**config.mk**
```make
export PLATFORM = sky130hd
export DESIGN_NAME = drive_z_phase_accum
export DESIGN_NICKNAME = d
export VERILOG_FILES = /design/src/rtl/drive_pkg.sv /design/src/rtl/drive_z_next_idx.sv /design/src/rtl/drive_z_phase_accum.sv
export SDC_FILE = /design/constraint.sdc
export NUM_CORES = 1
export LEC_CHECK = 0
export BUFFER_PORTS_ARGS = -buffer_cell sky130_fd_sc_hd__clkbuf_2
export CELL_PAD_IN_SITES_DETAIL_PLACEMENT = 1
export CELL_PAD_IN_SITES_GLOBAL_PLACEMENT = 2
export CORE_ASPECT_RATIO = 1.4
export CORE_MARGIN = 2
export CORE_UTILIZATION = 41
export DETAILED_ROUTE_END_ITERATION = 10
export GPL_TIMING_DRIVEN = 0
export PLACE_DENSITY = 0.8
export SLEW_MARGIN = 20
export SYNTH_ARGS = -nofsm -noshare
export SYNTH_HDL_FRONTEND = slang
export SYNTH_HIERARCHICAL = 1
export SYNTH_SLANG_ARGS = --single-unit
export TNS_END_PERCENT = 50
```
**constraint.sdc**
```tcl
create_clock -name clk -period 4.3 [get_ports clk]
set_input_delay 0 -clock clk [delete_from_list [all_inputs] [get_ports clk]]
set_output_delay 0 -clock clk [all_outputs]
set_load 0.05 [all_outputs]
```
**src/rtl/drive_pkg.sv**
```systemverilog
`default_nettype none
// ============================================================================
// Module      : drive_pkg
// Description : Shared types and helpers for the drive virtual-Z phase path:
//               default phase word type, accumulator FSM states, and the
//               qubit-count / field-shift derivations.
// Revision    : 1.0 - initial release
// ============================================================================
package drive_pkg;

    // Default phase word width (full scale = 2*pi)
    localparam int c_phase_width_dflt = 16;

    typedef logic [c_phase_width_dflt-1:0] phase_t;

    // Phase accumulator FSM states
    typedef enum logic [1:0] {
        ST_IDLE   = 2'd0,
        ST_UPDATE = 2'd1,
        ST_DONE   = 2'd2
    } state_t;

    // Total number of qubits served across all drive banks
    function automatic int f_total_qubit(input int num_bank, input int num_qubit_per_bank);
        return num_bank * num_qubit_per_bank;
    endfunction

    // Left shift that places a correction field in the top bits of the phase word
    function automatic int f_shift_amt(input int phase_width, input int z_corr_width);
        return phase_width - z_corr_width;
    endfunction

endpackage
`default_nettype wire

```
**src/rtl/drive_z_next_idx.sv**
```systemverilog
`default_nettype none
// ============================================================================
// Module      : drive_z_next_idx
// Description : Combinational priority search for the lowest qubit index at or
//               above a start index whose correction field is nonzero.
// Revision    : 1.0 - initial release
// ============================================================================
module drive_z_next_idx
    import drive_pkg::*;
#(
    parameter int TOTAL_QUBIT  = 4,
    parameter int Z_CORR_WIDTH = 4,
    parameter int ADDR_WIDTH   = 2
) (
    input  logic [Z_CORR_WIDTH*TOTAL_QUBIT-1:0] i_vec,
    input  logic [ADDR_WIDTH:0]                 i_start,
    output logic                                o_found,
    output logic [ADDR_WIDTH-1:0]               o_idx
);

    // Scan from the top down so the lowest qualifying index wins
    always_comb begin
        o_found = 1'b0;
        o_idx   = '0;
        for (int i = TOTAL_QUBIT - 1; i >= 0; i--) begin
            if (((ADDR_WIDTH+1)'(i) >= i_start) && (|i_vec[i*Z_CORR_WIDTH +: Z_CORR_WIDTH])) begin
                o_found = 1'b1;
                o_idx   = ADDR_WIDTH'(i);
            end
        end
    end

endmodule
`default_nettype wire

```
**src/rtl/drive_z_phase_accum.sv**
```systemverilog
`default_nettype none
// ============================================================================
// Module      : drive_z_phase_accum
// Description : Per-qubit virtual-Z phase accumulator. Captures one packed
//               correction vector per handshake and adds each qubit's field
//               (MSB-aligned, modular) into its phase register, one qubit per
//               cycle through a single adder. Registered write-first read port.
//               Optional macro DRIVE_Z_PHASE_SKIP_ZERO_EN: skip qubits whose
//               field is zero.
// Revision    : 1.0 - initial release
// ============================================================================
module drive_z_phase_accum
    import drive_pkg::*;
#(
    parameter int NUM_BANK           = 2,
    parameter int NUM_QUBIT_PER_BANK = 2,
    parameter int Z_CORR_WIDTH       = 4,
    parameter int PHASE_WIDTH        = 16,
    parameter int QUBIT_ADDR_WIDTH   = 2
) (
    input  logic                                                             clk,
    input  logic                                                             rst,
    input  logic [Z_CORR_WIDTH*f_total_qubit(NUM_BANK,NUM_QUBIT_PER_BANK)-1:0] z_corr_in,
    input  logic                                                             z_corr_valid,
    output logic                                                             z_corr_ready,
    input  logic                                                             phase_clr,
    input  logic [QUBIT_ADDR_WIDTH-1:0]                                      phase_rd_addr,
    output logic [PHASE_WIDTH-1:0]                                           phase_rd_data,
    output logic                                                             update_done
);

    localparam int c_total_qubit = f_total_qubit(NUM_BANK, NUM_QUBIT_PER_BANK);
    localparam int c_shift       = f_shift_amt(PHASE_WIDTH, Z_CORR_WIDTH);
    localparam int c_vec_w       = Z_CORR_WIDTH * c_total_qubit;
    localparam int c_rd_depth    = 2 ** QUBIT_ADDR_WIDTH;
    localparam logic [QUBIT_ADDR_WIDTH-1:0] c_last_idx = QUBIT_ADDR_WIDTH'(c_total_qubit - 1);

    state_t                      r_state;
    logic [QUBIT_ADDR_WIDTH-1:0] r_idx;
    logic [c_vec_w-1:0]          r_shadow;
    logic                        r_ready;
    logic                        r_done;
    logic [PHASE_WIDTH-1:0]      r_phase     [c_total_qubit];
    logic [PHASE_WIDTH-1:0]      w_phase_nxt [c_total_qubit];
    logic [PHASE_WIDTH-1:0]      w_rd_vec    [c_rd_depth];
    logic [PHASE_WIDTH-1:0]      r_rd_data;
    logic [Z_CORR_WIDTH-1:0]     w_field;
    logic [PHASE_WIDTH-1:0]      w_sum;
    logic                        w_wr_en;

    // Single shared adder: current qubit's phase plus its MSB-aligned field
    assign w_field = r_shadow[r_idx*Z_CORR_WIDTH +: Z_CORR_WIDTH];
    assign w_sum   = r_phase[r_idx] + (PHASE_WIDTH'(w_field) << c_shift);
    assign w_wr_en = (r_state == ST_UPDATE) && !phase_clr;

    // Next value of every phase register; also feeds the write-first read mux
    for (genvar i = 0; i < c_total_qubit; i++) begin : g_phase_nxt
        assign w_phase_nxt[i] = phase_clr ? '0 :
                                (w_wr_en && (r_idx == QUBIT_ADDR_WIDTH'(i))) ? w_sum :
                                r_phase[i];
    end

    // Out-of-range read addresses map to zero
    for (genvar i = 0; i < c_rd_depth; i++) begin : g_rd_vec
        if (i < c_total_qubit) begin : g_valid
            assign w_rd_vec[i] = w_phase_nxt[i];
        end else begin : g_oob
            assign w_rd_vec[i] = '0;
        end
    end

`ifdef DRIVE_Z_PHASE_SKIP_ZERO_EN
    logic [c_vec_w-1:0]          w_srch_vec;
    logic [QUBIT_ADDR_WIDTH:0]   w_srch_start;
    logic                        w_nz_found;
    logic [QUBIT_ADDR_WIDTH-1:0] w_nz_idx;

    // In IDLE search the incoming vector from 0; in UPDATE search the shadow past idx
    assign w_srch_vec   = (r_state == ST_IDLE) ? z_corr_in : r_shadow;
    assign w_srch_start = (r_state == ST_IDLE) ? '0 : ({1'b0, r_idx} + 1'b1);

    drive_z_next_idx #(
        .TOTAL_QUBIT  (c_total_qubit),
        .Z_CORR_WIDTH (Z_CORR_WIDTH),
        .ADDR_WIDTH   (QUBIT_ADDR_WIDTH)
    ) u_next_idx (
        .i_vec   (w_srch_vec),
        .i_start (w_srch_start),
        .o_found (w_nz_found),
        .o_idx   (w_nz_idx)
    );
`endif

    // Phase registers: cleared by reset, otherwise take the computed next value
    always_ff @(posedge clk or negedge rst) begin
        if (!rst) begin
            for (int i = 0; i < c_total_qubit; i++) begin
                r_phase[i] <= '0;
            end
        end else begin
            for (int i = 0; i < c_total_qubit; i++) begin
                r_phase[i] <= w_phase_nxt[i];
            end
        end
    end

    // Registered read port showing the post-edge (write-first) phase
    always_ff @(posedge clk or negedge rst) begin
        if (!rst) begin
            r_rd_data <= '0;
        end else begin
            r_rd_data <= w_rd_vec[phase_rd_addr];
        end
    end

    // Update sequencer with registered ready/done outputs; clear aborts everything
    always_ff @(posedge clk or negedge rst) begin
        if (!rst) begin
            r_state  <= ST_IDLE;
            r_idx    <= '0;
            r_shadow <= '0;
            r_ready  <= 1'b1;
            r_done   <= 1'b0;
        end else if (phase_clr) begin
            r_state <= ST_IDLE;
            r_idx   <= '0;
            r_ready <= 1'b1;
            r_done  <= 1'b0;
        end else begin
            case (r_state)
                ST_IDLE: begin
                    if (z_corr_valid) begin
                        r_shadow <= z_corr_in;
                        r_ready  <= 1'b0;
`ifdef DRIVE_Z_PHASE_SKIP_ZERO_EN
                        if (w_nz_found) begin
                            r_idx   <= w_nz_idx;
                            r_state <= ST_UPDATE;
                        end else begin
                            r_state <= ST_DONE;
                            r_done  <= 1'b1;
                        end
`else
                        r_idx   <= '0;
                        r_state <= ST_UPDATE;
`endif
                    end
                end
                ST_UPDATE: begin
`ifdef DRIVE_Z_PHASE_SKIP_ZERO_EN
                    if (w_nz_found) begin
                        r_idx <= w_nz_idx;
                    end else begin
                        r_state <= ST_DONE;
                        r_done  <= 1'b1;
                    end
`else
                    if (r_idx == c_last_idx) begin
                        r_state <= ST_DONE;
                        r_done  <= 1'b1;
                    end else begin
                        r_idx <= r_idx + 1'b1;
                    end
`endif
                end
                ST_DONE: begin
                    r_state <= ST_IDLE;
                    r_done  <= 1'b0;
                    r_ready <= 1'b1;
                end
                default: begin
                    r_state <= ST_IDLE;
                    r_done  <= 1'b0;
                    r_ready <= 1'b1;
                end
            endcase
        end
    end

    assign z_corr_ready  = r_ready;
    assign update_done   = r_done;
    assign phase_rd_data = r_rd_data;

endmodule
`default_nettype wire

```
======== After elaboration in Yosys (flattened, before gate mapping) ========
Cells that the tools add are included.
storage, ports and cells
  register bits ........................... 102
  logic and storage cells ................. 69
  input port bits ......................... 22
operators by class
  add/subtract/negate cells ............... 2
  bitwise logic cells ..................... 3
  equality and inequality tests ........... 9
  $lt $le $gt $ge ......................... 2
  reduce and logical (&&, ||, !) cells .... 14
  muxes and demuxes ....................... 28
  shift-type cells ........................ 1
operators by type and width
  cell                   count
  $mux W16               12
  $bmux W16 S2           2
  $add A16 B16 Y16       1
  $shiftx A16 B5 Y4      1
  $mux W2                6
  $pmux W2 S2            2
  $ge A3 B3 Y1 const B   2
  $ne A3 B3 Y1 const B   2
  $not A2 Y3             2
  $reduce_and A2 Y1      3
  $reduce_and A3 Y1      2
  $logic_and A1 B1 Y1    5
  $eq A2 B1 Y1 const B   2
  $eq A2 B2 Y1 const B   2
  $logic_not A2 Y1       2
  $mux W1                4
  $ne A2 B2 Y1 const B   2
  $pmux W1 S2            2
  $ne A3 B2 Y1 const B   1
  $reduce_bool A3 Y1     1
  $add A2 B1 Y2 const B  1
  $logic_not A1 Y1       1
  $not A1 Y1             1

======== Logic depth before layout (Yosys ltp) ========
Gate-level depths: netlist of run 1.
  depth after elaboration ................. 10
  mapped depth ............................ 11
  mapped depth without buffers ............ 8

======== Least setup slack after synthesis of run 1 ========
No wires, ideal clock.
  path type ............................... register -> register
  start point ............................. register r_idx[0]
  end point ............................... register r_rd_data[15], in the netlist phase_rd_data[15]
  cell stages (with the launch flop) ...... 12
  data arrival time ....................... 2960 ps
  setup time .............................. 123 ps
  path slack .............................. 1217 ps
  buffers on the path ..................... 3
  cell sequence ........................... dfrtp_1 buf_6 buf_12 buf_2 mux4_2 ha_1 a21o_1 a21oi_1 xnor3_2 a21o_2 o22a_1 o221a_2
RTL lines
  what                    line                        source
  from (decl)             drive_z_phase_accum.sv:39   logic [QUBIT_ADDR_WIDTH-1:0] r_idx;
  from (signal assigned)  drive_z_phase_accum.sv:162  r_idx <= r_idx + 1'b1;
  to (signal assigned)    drive_z_phase_accum.sv:112  r_rd_data <= w_rd_vec[phase_rd_addr];
  to (decl)               drive_z_phase_accum.sv:46   logic [PHASE_WIDTH-1:0] r_rd_data;

==> flow_summary.toml, run 1 <==
[power_and_ir_drop]
ir_drop_uv = 205
p_int_mw = 1.52
pwr-share-comb_pct = 12.8
leakage_nw = 2.56
power_frac_seq_pct = 49.3
switchingPower_mw = 0.554
swShare_pct = 26.7
pwr_density_cell_mw_per_mm2 = 354
power.share.clock_pct = 38.0

[setup_path]
slowest_delay_ns = 0.59
path_cells = "buf_6 -> buf_12 -> buf_2 -> mux4_2 -> ha_1 -> a21o_1 -> a21oi_1 -> xnor3_2 -> a21o_2 -> o22a_1 -> o221a_2"
cpMaxStageDelayCell = "mux4_2"
path_class = "reg2reg"
arrival_ns = 3.79
critPathMaxFanout = 10
required_ns = 4.54
worst_setup_path_end_kind = "flop"
start_kind = "flop"

[sta]
drv_slew = 0
setup_viol = 0
max_freq_ghz = 0.282
fin_crit_ns = 3.55
setup_ws_ns = 0.749
rsz0062_at_grt = "false"
hold_viol = 0
holdWs_ns = 0.0184
period_share_pct = 82.6
worst_pin_slew_ns = 0.916
tns_ns = 0
fin_skew_ns = 0.0109
relSlewSlack_pct = 38.9

[synthesis]
ys_async_sr_fraction_pct = 100
synth_cells = 406
synthesis.area_mm2 = 0.00500
ys.flop_type = "dfrtp_1"
ys.warnings.count = 6
synth.distinct_cells = 39
ys_seq_area_share_pct = 51.1
synth-edff-count = 0
synth_nets = 436
syn_area_per_cell_um2 = 12.3
ys_ff_latch = 102

[route]
dr_wl_met2_mm = 7.73
drt-met1-wl_mm = 5.69
dr.pass1.iters = 4
wl_met3_um = 484
ant_nets = 0
wl_per_cell_um = 22.6
vias = 3484
maxUsedRoutingLayer = "met4"
drt_wl_total_mm = 14.1
drc = 0
first_iter_violations = 169
vias_per_cell = 5.58

[finish]
fin_nets = 502
fin_cells = 624
area_growth_pct = 17.0
diodes = 0
drive_gt1_share_pct = 26.4

[global_routing]
grt_antenna_before_repair = 0
overflow = 0
grt_util_all_layers_pct = 23.1
grt_pass1_wl_mm = 23.0
grt_pass1_vias = 4076
grt_max_degree = 91

[die]
start_util_pct = 42.1
dieArea_mm2 = 0.0131
boundaryPins = 40
die_height_um = 135
core_area_mm2 = 0.0119
num_rows = 47
chipWidth_um = 97.4

[placement]
placed_cells = 591
gp_congestion = 0.832
place_hpwl_mm = 9.36
portBuffers = 37
pre_cts_ws_ns = 0.753

[clocking]
clk_pin_slew_worst_paths_ns = 0.08
clock_latency_ns = 0.36
cts-htree-levels = 3
hold_buffers = 17
cts_tree = "built"
cts_buffer_depth = 2
clock_sinks = 102
cts_resized = 0
cts_buffers = 9
post_cts_buffers = 0
root_buffer = "clkbuf_16"

[job]
maxCapViolations = 0

[worst_hold_path]
worstHoldPathType = "in2reg"

[run_status]
outcome = "finished, final reports clean"
synth_stat cells (all sizes together), types with 2 or more instances:
cell type,number,share of area [%]
mux2i,8,1.6
mux2,16,3.6
nand2,52,3.9
clkbuf,7,0.53
mux4,35,16
nand2b,55,6.9
a21o,5,0.78
and2,3,0.38
nor3b,3,0.55
inv,2,0.15
a22oi,2,0.30
nor3,3,0.40
buf,24,2.8
ha,7,1.8
dfrtp,101,51
o21ai,51,5.1
a21oi,5,0.50
nor2,12,0.90
a311oi,4,0.70
cell families after synthesis:
kind of cell / synth area share, %
adders and majority gates: 2.15
xor gates and xnor gates: 0.650
muxes: 21.3
DFF: 51.1
AOI/OAI and AO/OA: 8.08
buffers and inverters: 3.43
and+or+nand+nor: 13.4
final cells by class:
class                           instances  area (um^2)
Inverter                                2         7.51
Timing Repair Buffer                   55          392
Buffer                                 31          164
Sequential cell                       102         2550
Fill cell                            1284         6020
Multi-Input combinational cell        271         2280
Clock inverter                          6         47.5
Tap cell                              147          184
Clock buffer                           10          229
per-stage QoR:
step	total power [mW]	util (%)	cell area, um^2
3_3_place_gp	1.28	45.2	5370
2_1_floorplan	1.20	-	5000
4_1_cts	2.09	49.3	5850
5_1_grt	2.15	49.3	5850
6_report	2.07	49.3	5850
3_5_place_dp	1.30	45.5	5410
power by group through the flow:
stage | Combinational [mW] | Sequential (mW) | Clock, mW
6_report | 0.265 | 1.02 | 0.787
3_5_place_dp | 0.257 | 1.04 | 0
4_1_cts | 0.270 | 1.02 | 0.799
2_1_floorplan | 0.159 | 1.04 | 0
5_1_grt | 0.291 | 1.03 | 0.833
3_3_place_gp | 0.243 | 1.04 | 0
critical path: cells and delay by family, from the launching register on:
family	cells	cell delay, ns
adder cells (fa/ha/maj)	1	0.32
multiplexers	1	0.59
AO/OA/AOI/OAI	5	1.00
buffers and inverters	3	0.66
XOR/XNOR	1	0.43
flip-flops	1	0.40
final timing paths:
| kind | startpoint | to | slack, ns | cells past startpoint |
|---|---|---|---|---|
| worst min-delay path | z_corr_valid | r_state[0] | 0.02 | 3 |
| worst max-delay path | r_idx[0] | phase_rd_data[15] | 0.75 | 11 |
| worst max register to register | r_idx[0] | phase_rd_data[15] | 0.75 | 11 |
| min in group asynchronous | rst | phase_rd_data[2] | 0.05 | 2 |
| worst min register to register | update_done | update_done | 0.49 | 1 |
| max in group asynchronous | rst | r_phase[59] | 3.55 | 3 |
registers in the layout, indices dropped and copies added, names as in the netlist:
register,count
r_phase,64
update_done,1
r_shadow,16
z_corr_ready,1
phase_rd_data,16
r_idx,2
r_state,2
cells in the final DEF (no fill, tap or decap), types with 2 or more instances in the layout:
cell,netlist,final
clkinvlp_4,0,4
nand2b_1,55,55
o21ai_0,42,42
a311oi_1,4,4
clkbuf_16,0,9
nor3_1,2,2
mux4_2,31,31
clkbuf_2,0,36
o21ai_1,9,9
ha_1,7,7
clkbuf_1,7,8
mux2i_1,8,8
a21oi_1,5,5
mux2_2,16,16
mux4_1,4,4
nor3b_1,2,2
inv_1,2,2
a22oi_1,2,2
and2_1,3,3
nor2_1,12,12
buf_1,5,5
dlygate4sd3_1,0,17
a21o_1,4,4
buf_2,16,16
nand2_1,52,52
dfrtp_1,101,101
per-layer routing:
metal	GRT usage (%)	vias to the layer above
met3	4.71	11
met4	8.02	0
met1	27.8	1834
met5	0	-
li1	-	1565
met2	41.4	74
Power figures use the tool's default switching activity.
==> run 2: changes to the inputs <==
--- a/config.mk
+++ b/config.mk
@@ -10,10 +10,10 @@
 export CELL_PAD_IN_SITES_GLOBAL_PLACEMENT = 2
 export CORE_ASPECT_RATIO = 1.4
 export CORE_MARGIN = 2
-export CORE_UTILIZATION = 41
+export CORE_UTILIZATION = 37
 export DETAILED_ROUTE_END_ITERATION = 10
 export GPL_TIMING_DRIVEN = 0
-export PLACE_DENSITY = 0.8
+export PLACE_DENSITY = 0.76
 export SLEW_MARGIN = 20
 export SYNTH_ARGS = -nofsm -noshare
 export SYNTH_HDL_FRONTEND = slang
==> constraint.sdc (replaced) <==
create_clock -name clk -period 3 [get_ports clk]
set_input_delay 0 -clock clk [delete_from_list [all_inputs] [get_ports clk]]
set_output_delay 0 -clock clk [all_outputs]
set_load 0.05 [all_outputs]
==> flow_summary.toml, run 2 (synthesis gave the netlist of run 1 again) <==
[run_status]
outcome = "finished, final reports clean"

[finish]
fin_nets = 511
top_register = "r_phase"
mostFrequentLayoutCells = "dfrtp_1, nand2b_1, nand2_1, o21ai_0, clkbuf_2"
regArea_mm2 = 0.00255
multi_input_area_mm2 = 0.00230
largest_register_ffs = 64
final_common_cell = "dfrtp_1"
stdcell_area_mm2 = 0.00603
diodes = 0
area_growth_pct = 20.6
drive_gt1_share_pct = 28.8
fin_cells = 668
fillerInstances = 1463

[setup_path]
required_ns = 3.24
path_class = "reg2reg"
ff2ff_path_depth = 10
start_kind = "flop"
worst_setup_path_end_kind = "flop"
critPathMaxFanout = 8
arrival_ns = 3.12

[sta]
max_freq_ghz = 0.346
rsz0062_at_grt = "false"
drv_slew = 0
fin_crit_ns = 2.89
fin_skew_ns = 0.00775
worst_pin_slew_ns = 0.982
period_share_pct = 96.3
hold_viol = 0
setup_viol = 0
relSlewSlack_pct = 34.5
setup_ws_ns = 0.112
tns_ns = 0

[route]
first_iter_violations = 150
wl_per_cell_um = 20.6
drc = 0
dr.pass1.iters = 4
ant_nets = 0
vias_per_cell = 5.26
drt_wl_total_mm = 13.7
vias = 3512

[placement]
placed_cell_area_mm2 = 0.00546
gp_congestion = 0.837
placed_cells = 626
pre_cts_ws_ns = -0.407
place_hpwl_mm = 9.21
portBuffers = 37

[power_and_ir_drop]
power.share.clock_pct = 39.0
swShare_pct = 25.1
pwr-share-comb_pct = 13.4
p_total_mw = 3.07
p_int_mw = 2.30
leakage_nw = 2.63
power_frac_seq_pct = 47.6
pwr_density_cell_mw_per_mm2 = 509
ir_drop_uv = 269
switchingPower_mw = 0.772

[die]
boundaryPins = 40
die_height_um = 142
dieArea_mm2 = 0.0145
num_rows = 50
start_util_pct = 37.7
chipWidth_um = 102
core_area_mm2 = 0.0133

[global_routing]
grt_pass1_vias = 3977
grt_pass1_wl_mm = 21.8
grt_util_all_layers_pct = 20.3
overflow = 0
grt_antenna_before_repair = 0
grt_max_degree = 86

[clocking]
cts_buffer_depth = 2
root_buffer = "clkbuf_16"
cts_buffers = 9
clk_pin_slew_worst_paths_ns = 0.07
clock_latency_ns = 0.35
cts-htree-levels = 3
clock_sinks = 102
cts_tree = "built"

[worst_hold_path]
worstHoldPathType = "in2async"

[job]
maxCapViolations = 0
[run 2: cell types whose count changed in the layout (fill, tap and decap cells not counted), sizes merged]
cell,before,now
buf,25,32
bufinv,0,1
clkbuf,54,55
clkinv,1,4
clkinvlp,4,1
dlygate4sd3,17,18
inv,3,2
[run 2: layer usage]
metal  GRT usage (%)  up-vias  share of wire (%)
met5               0        -                  0
met4            8.07        0                2.2
met3            2.02       20                2.6
met2            35.2       80                 53
met1            25.7     1827                 42
li1                -     1585                  -
[run 2: area by class of cell]
class | instances | share of cell area (%)
buffer | 30 | 2.82
timing repair buffer | 65 | 7.78
clock inverter | 6 | 1.02
inverter | 2 | 0.124
tap | 182 | 3.78
sequential | 102 | 42.3
clock buffer | 10 | 3.96
multi-input combinational | 271 | 38.2
[run 2: stage by stage]
step	util (%)	hold slack, ns
after floorplan	-	-0.296
after global placement	40.9	0.232
after detailed placement	41.2	-0.126
after CTS	45.0	0.0694
after global routing	45.5	0.0799
final	45.5	0.0711
[run 2: critical path, stage by stage, from the launching register on]
cell and delay (ns):
dfrtp_1 0.38, buf_6 0.15, buf_16 0.14, mux4_2 0.53, ha_1 0.31, a21o_1 0.17, a21oi_2 0.17, xnor3_2 0.32
a21o_2 0.25, o22a_1 0.21, o221a_2 0.14
[run 2: path summary, 6_finish.rpt]
| kind | from | endpoint | slack (ns) |
|---|---|---|---|
| setup / recovery | r_idx[0] | phase_rd_data[15] | 0.11 |
| min in group clk | phase_clr | r_state[0] | 0.09 |
| hold / removal | rst | r_phase[2] | 0.07 |
| hold reg to reg | update_done | update_done | 0.48 |
| setup reg to reg | r_idx[0] | phase_rd_data[15] | 0.11 |
| max in group asynchronous | rst | r_phase[62] | 2.24 |
[run 2: power by group through the flow]
stage	combinational [mW]	sequential (mW)	clock (mW)
6_report	0.411	1.46	1.20
3_3_place_gp	0.349	1.49	0
3_5_place_dp	0.363	1.49	0
5_1_grt	0.445	1.47	1.26
4_1_cts	0.397	1.46	1.22
2_1_floorplan	0.229	1.49	0
[run 2: repair_timing]
item | CTS | global route
hold buffers | 18 | 0
setup endpoints to repair | 7 | 2
pin swaps | 2 | 0
endpoints found under the hold margin | 119 | 0
buffers inserted | 3 | 6
resized for setup | 5 | 2
==> run 3: changes to the inputs <==
--- a/config.mk
+++ b/config.mk
@@ -7,13 +7,13 @@
 export LEC_CHECK = 0
 export BUFFER_PORTS_ARGS = -buffer_cell sky130_fd_sc_hd__clkbuf_2
 export CELL_PAD_IN_SITES_DETAIL_PLACEMENT = 1
-export CELL_PAD_IN_SITES_GLOBAL_PLACEMENT = 2
+export CELL_PAD_IN_SITES_GLOBAL_PLACEMENT = 1
 export CORE_ASPECT_RATIO = 1.4
 export CORE_MARGIN = 2
-export CORE_UTILIZATION = 37
+export CORE_UTILIZATION = 44
 export DETAILED_ROUTE_END_ITERATION = 10
 export GPL_TIMING_DRIVEN = 0
-export PLACE_DENSITY = 0.76
+export PLACE_DENSITY = 0.77
 export SLEW_MARGIN = 20
 export SYNTH_ARGS = -nofsm -noshare
 export SYNTH_HDL_FRONTEND = slang
==> flow_summary.toml, run 3 (synthesis gave the netlist of run 1 again) <==
[run_status]
outcome = "finished, final reports clean"

[clocking]
clock_sinks = 102
clock_latency_ns = 0.35
root_buffer = "clkbuf_16"
cts_tree = "built"
clk_pin_slew_worst_paths_ns = 0.07
cts-htree-levels = 3
cts_buffer_depth = 2
cts_buffers = 9

[route]
ant_nets = 0
first_iter_violations = 202
dr.pass1.iters = 4
drc = 0
wl_per_cell_um = 22.6
vias_per_cell = 5.73
vias = 3584
drt_wl_total_mm = 14.1

[global_routing]
overflow = 0
grt_max_degree = 55
grt_antenna_before_repair = 0
grt_util_all_layers_pct = 25.3
grt_pass1_vias = 4143
grt_pass1_wl_mm = 22.9

[setup_path]
cpMaxStageDelayCell = "mux4_2"
crit-reg2reg-launch = "r_idx[0]"
path_delay_family = "multiplexers"
path_class = "reg2reg"
required_ns = 3.22
reg2reg_setup_slack_ns = 0.10
ff2ff_path_depth = 8
cpMostUsedCell = "mux4_2"
startpoint = "r_idx[0]"
path_cells = "buf_6 -> buf_16 -> mux4_2 -> ha_1 -> fa_2 -> xnor2_4 -> a311oi_1 -> mux4_2"
arrival_ns = 3.11
start_kind = "flop"
slowest_delay_ns = 0.53
worst_setup_path_end_kind = "flop"
crit_path_end = "phase_rd_data[14]"
worst-path-buf-inv = 2
critPathMaxFanout = 8
cp.depth = 8
r2r_end = "phase_rd_data[14]"

[placement]
gp_congestion = 0.788
placed_cell_area_mm2 = 0.00541
placed_cells = 588
place_hpwl_mm = 9.25
pre_cts_ws_ns = -0.396
portBuffers = 37

[power_and_ir_drop]
leakage_nw = 2.60
p_total_mw = 3.10
pwr_density_cell_mw_per_mm2 = 520
ir_drop_uv = 273

[finish]
diodes = 0
top_register = "r_phase"
final_common_cell = "dfrtp_1"
drive_gt1_share_pct = 28.1
mostFrequentLayoutCells = "dfrtp_1, nand2b_1, nand2_1, o21ai_0, clkbuf_2"
area_growth_pct = 18.9
fin_nets = 506
fin_cells = 625
fillerInstances = 1207
largest_register_ffs = 64
stdcell_area_mm2 = 0.00595

[job]
maxCapViolations = 0

[sta]
fin_crit_ns = 2.90
holdWs_ns = 0.102
rsz0062_at_grt = "false"
relSlewSlack_pct = 40.5
setup_viol = 0
max_freq_ghz = 0.345
hold_viol = 0
setup_ws_ns = 0.103
drv_slew = 0
fin_skew_ns = 0.00897
period_share_pct = 96.6
worst_pin_slew_ns = 0.893

[die]
start_util_pct = 44.6
boundaryPins = 40
num_rows = 46
core_area_mm2 = 0.0112
dieArea_mm2 = 0.0123
chipWidth_um = 94.1
die_height_um = 130

[worst_hold_path]
worstHoldPathType = "in2reg"
==> run 3: worst min-delay path, cell delays in order <==
cell	delay, ns
clkbuf_2	0.17
nor2_1	0.09
a21boi_0	0.14
==> run 3: worst min path at each step <==
stage,end,from,slack (ns),cells past startpoint
floorplan,phase_rd_data[0],rst,-0.30,0
global placement,r_shadow[7],z_corr_in[7],0.23,2
detailed placement,phase_rd_data[2],rst,-0.02,1
CTS,r_state[0],phase_clr,0.09,3
global route,r_state[0],phase_clr,0.13,3
finish,r_state[0],phase_clr,0.10,3
==> run 3: per-layer routing <==
layer,up-vias,part of all wire [%],track usage (%)
li1,1577,-,-
met1,1875,40,30.5
met2,99,54,44.3
met3,33,3.6,3.98
met4,0,3.2,11.7
met5,-,0,0
==> run 3: cell type report <==
cell class	instances	area, um^2	share of cell area [%]
repair buffers	60	432	7.26
plain buffers	30	170	2.86
flip-flops and latches	102	2550	42.9
clock buffers	9	225	3.79
clock inverters	7	77.6	1.30
well taps	144	180	3.03
inverters	2	7.51	0.126
multi-input cells	271	2300	38.7
==> run 3: through the flow <==
stage	TNS, ns	util, %
after floorplan	0	-
after global placement	-0.704	47.9
after detailed placement	-0.871	48.2
after CTS	0	52.9
after global routing	0	53.0
final	0	53.0
==> run 3: timing repair <==
item / CTS / global route
pin swaps: 2 / 0
gates resized for setup: 5 / 3
endpoints found under the hold margin: 110 / 0
buffers inserted: 3 / 1
hold buffers: 18 / 0
endpoints found under the setup margin: 11 / 2
==> run 3: where the power goes <==
| group | internal, mW | total [mW] | leakage (nW) | switching (mW) |
|---|---|---|---|---|
| Combinational | 0.198 | 0.414 | 1.08 | 0.216 |
| Clock | 0.658 | 1.22 | 0.147 | 0.559 |
| Sequential | 1.43 | 1.46 | 1.38 | 0.0330 |
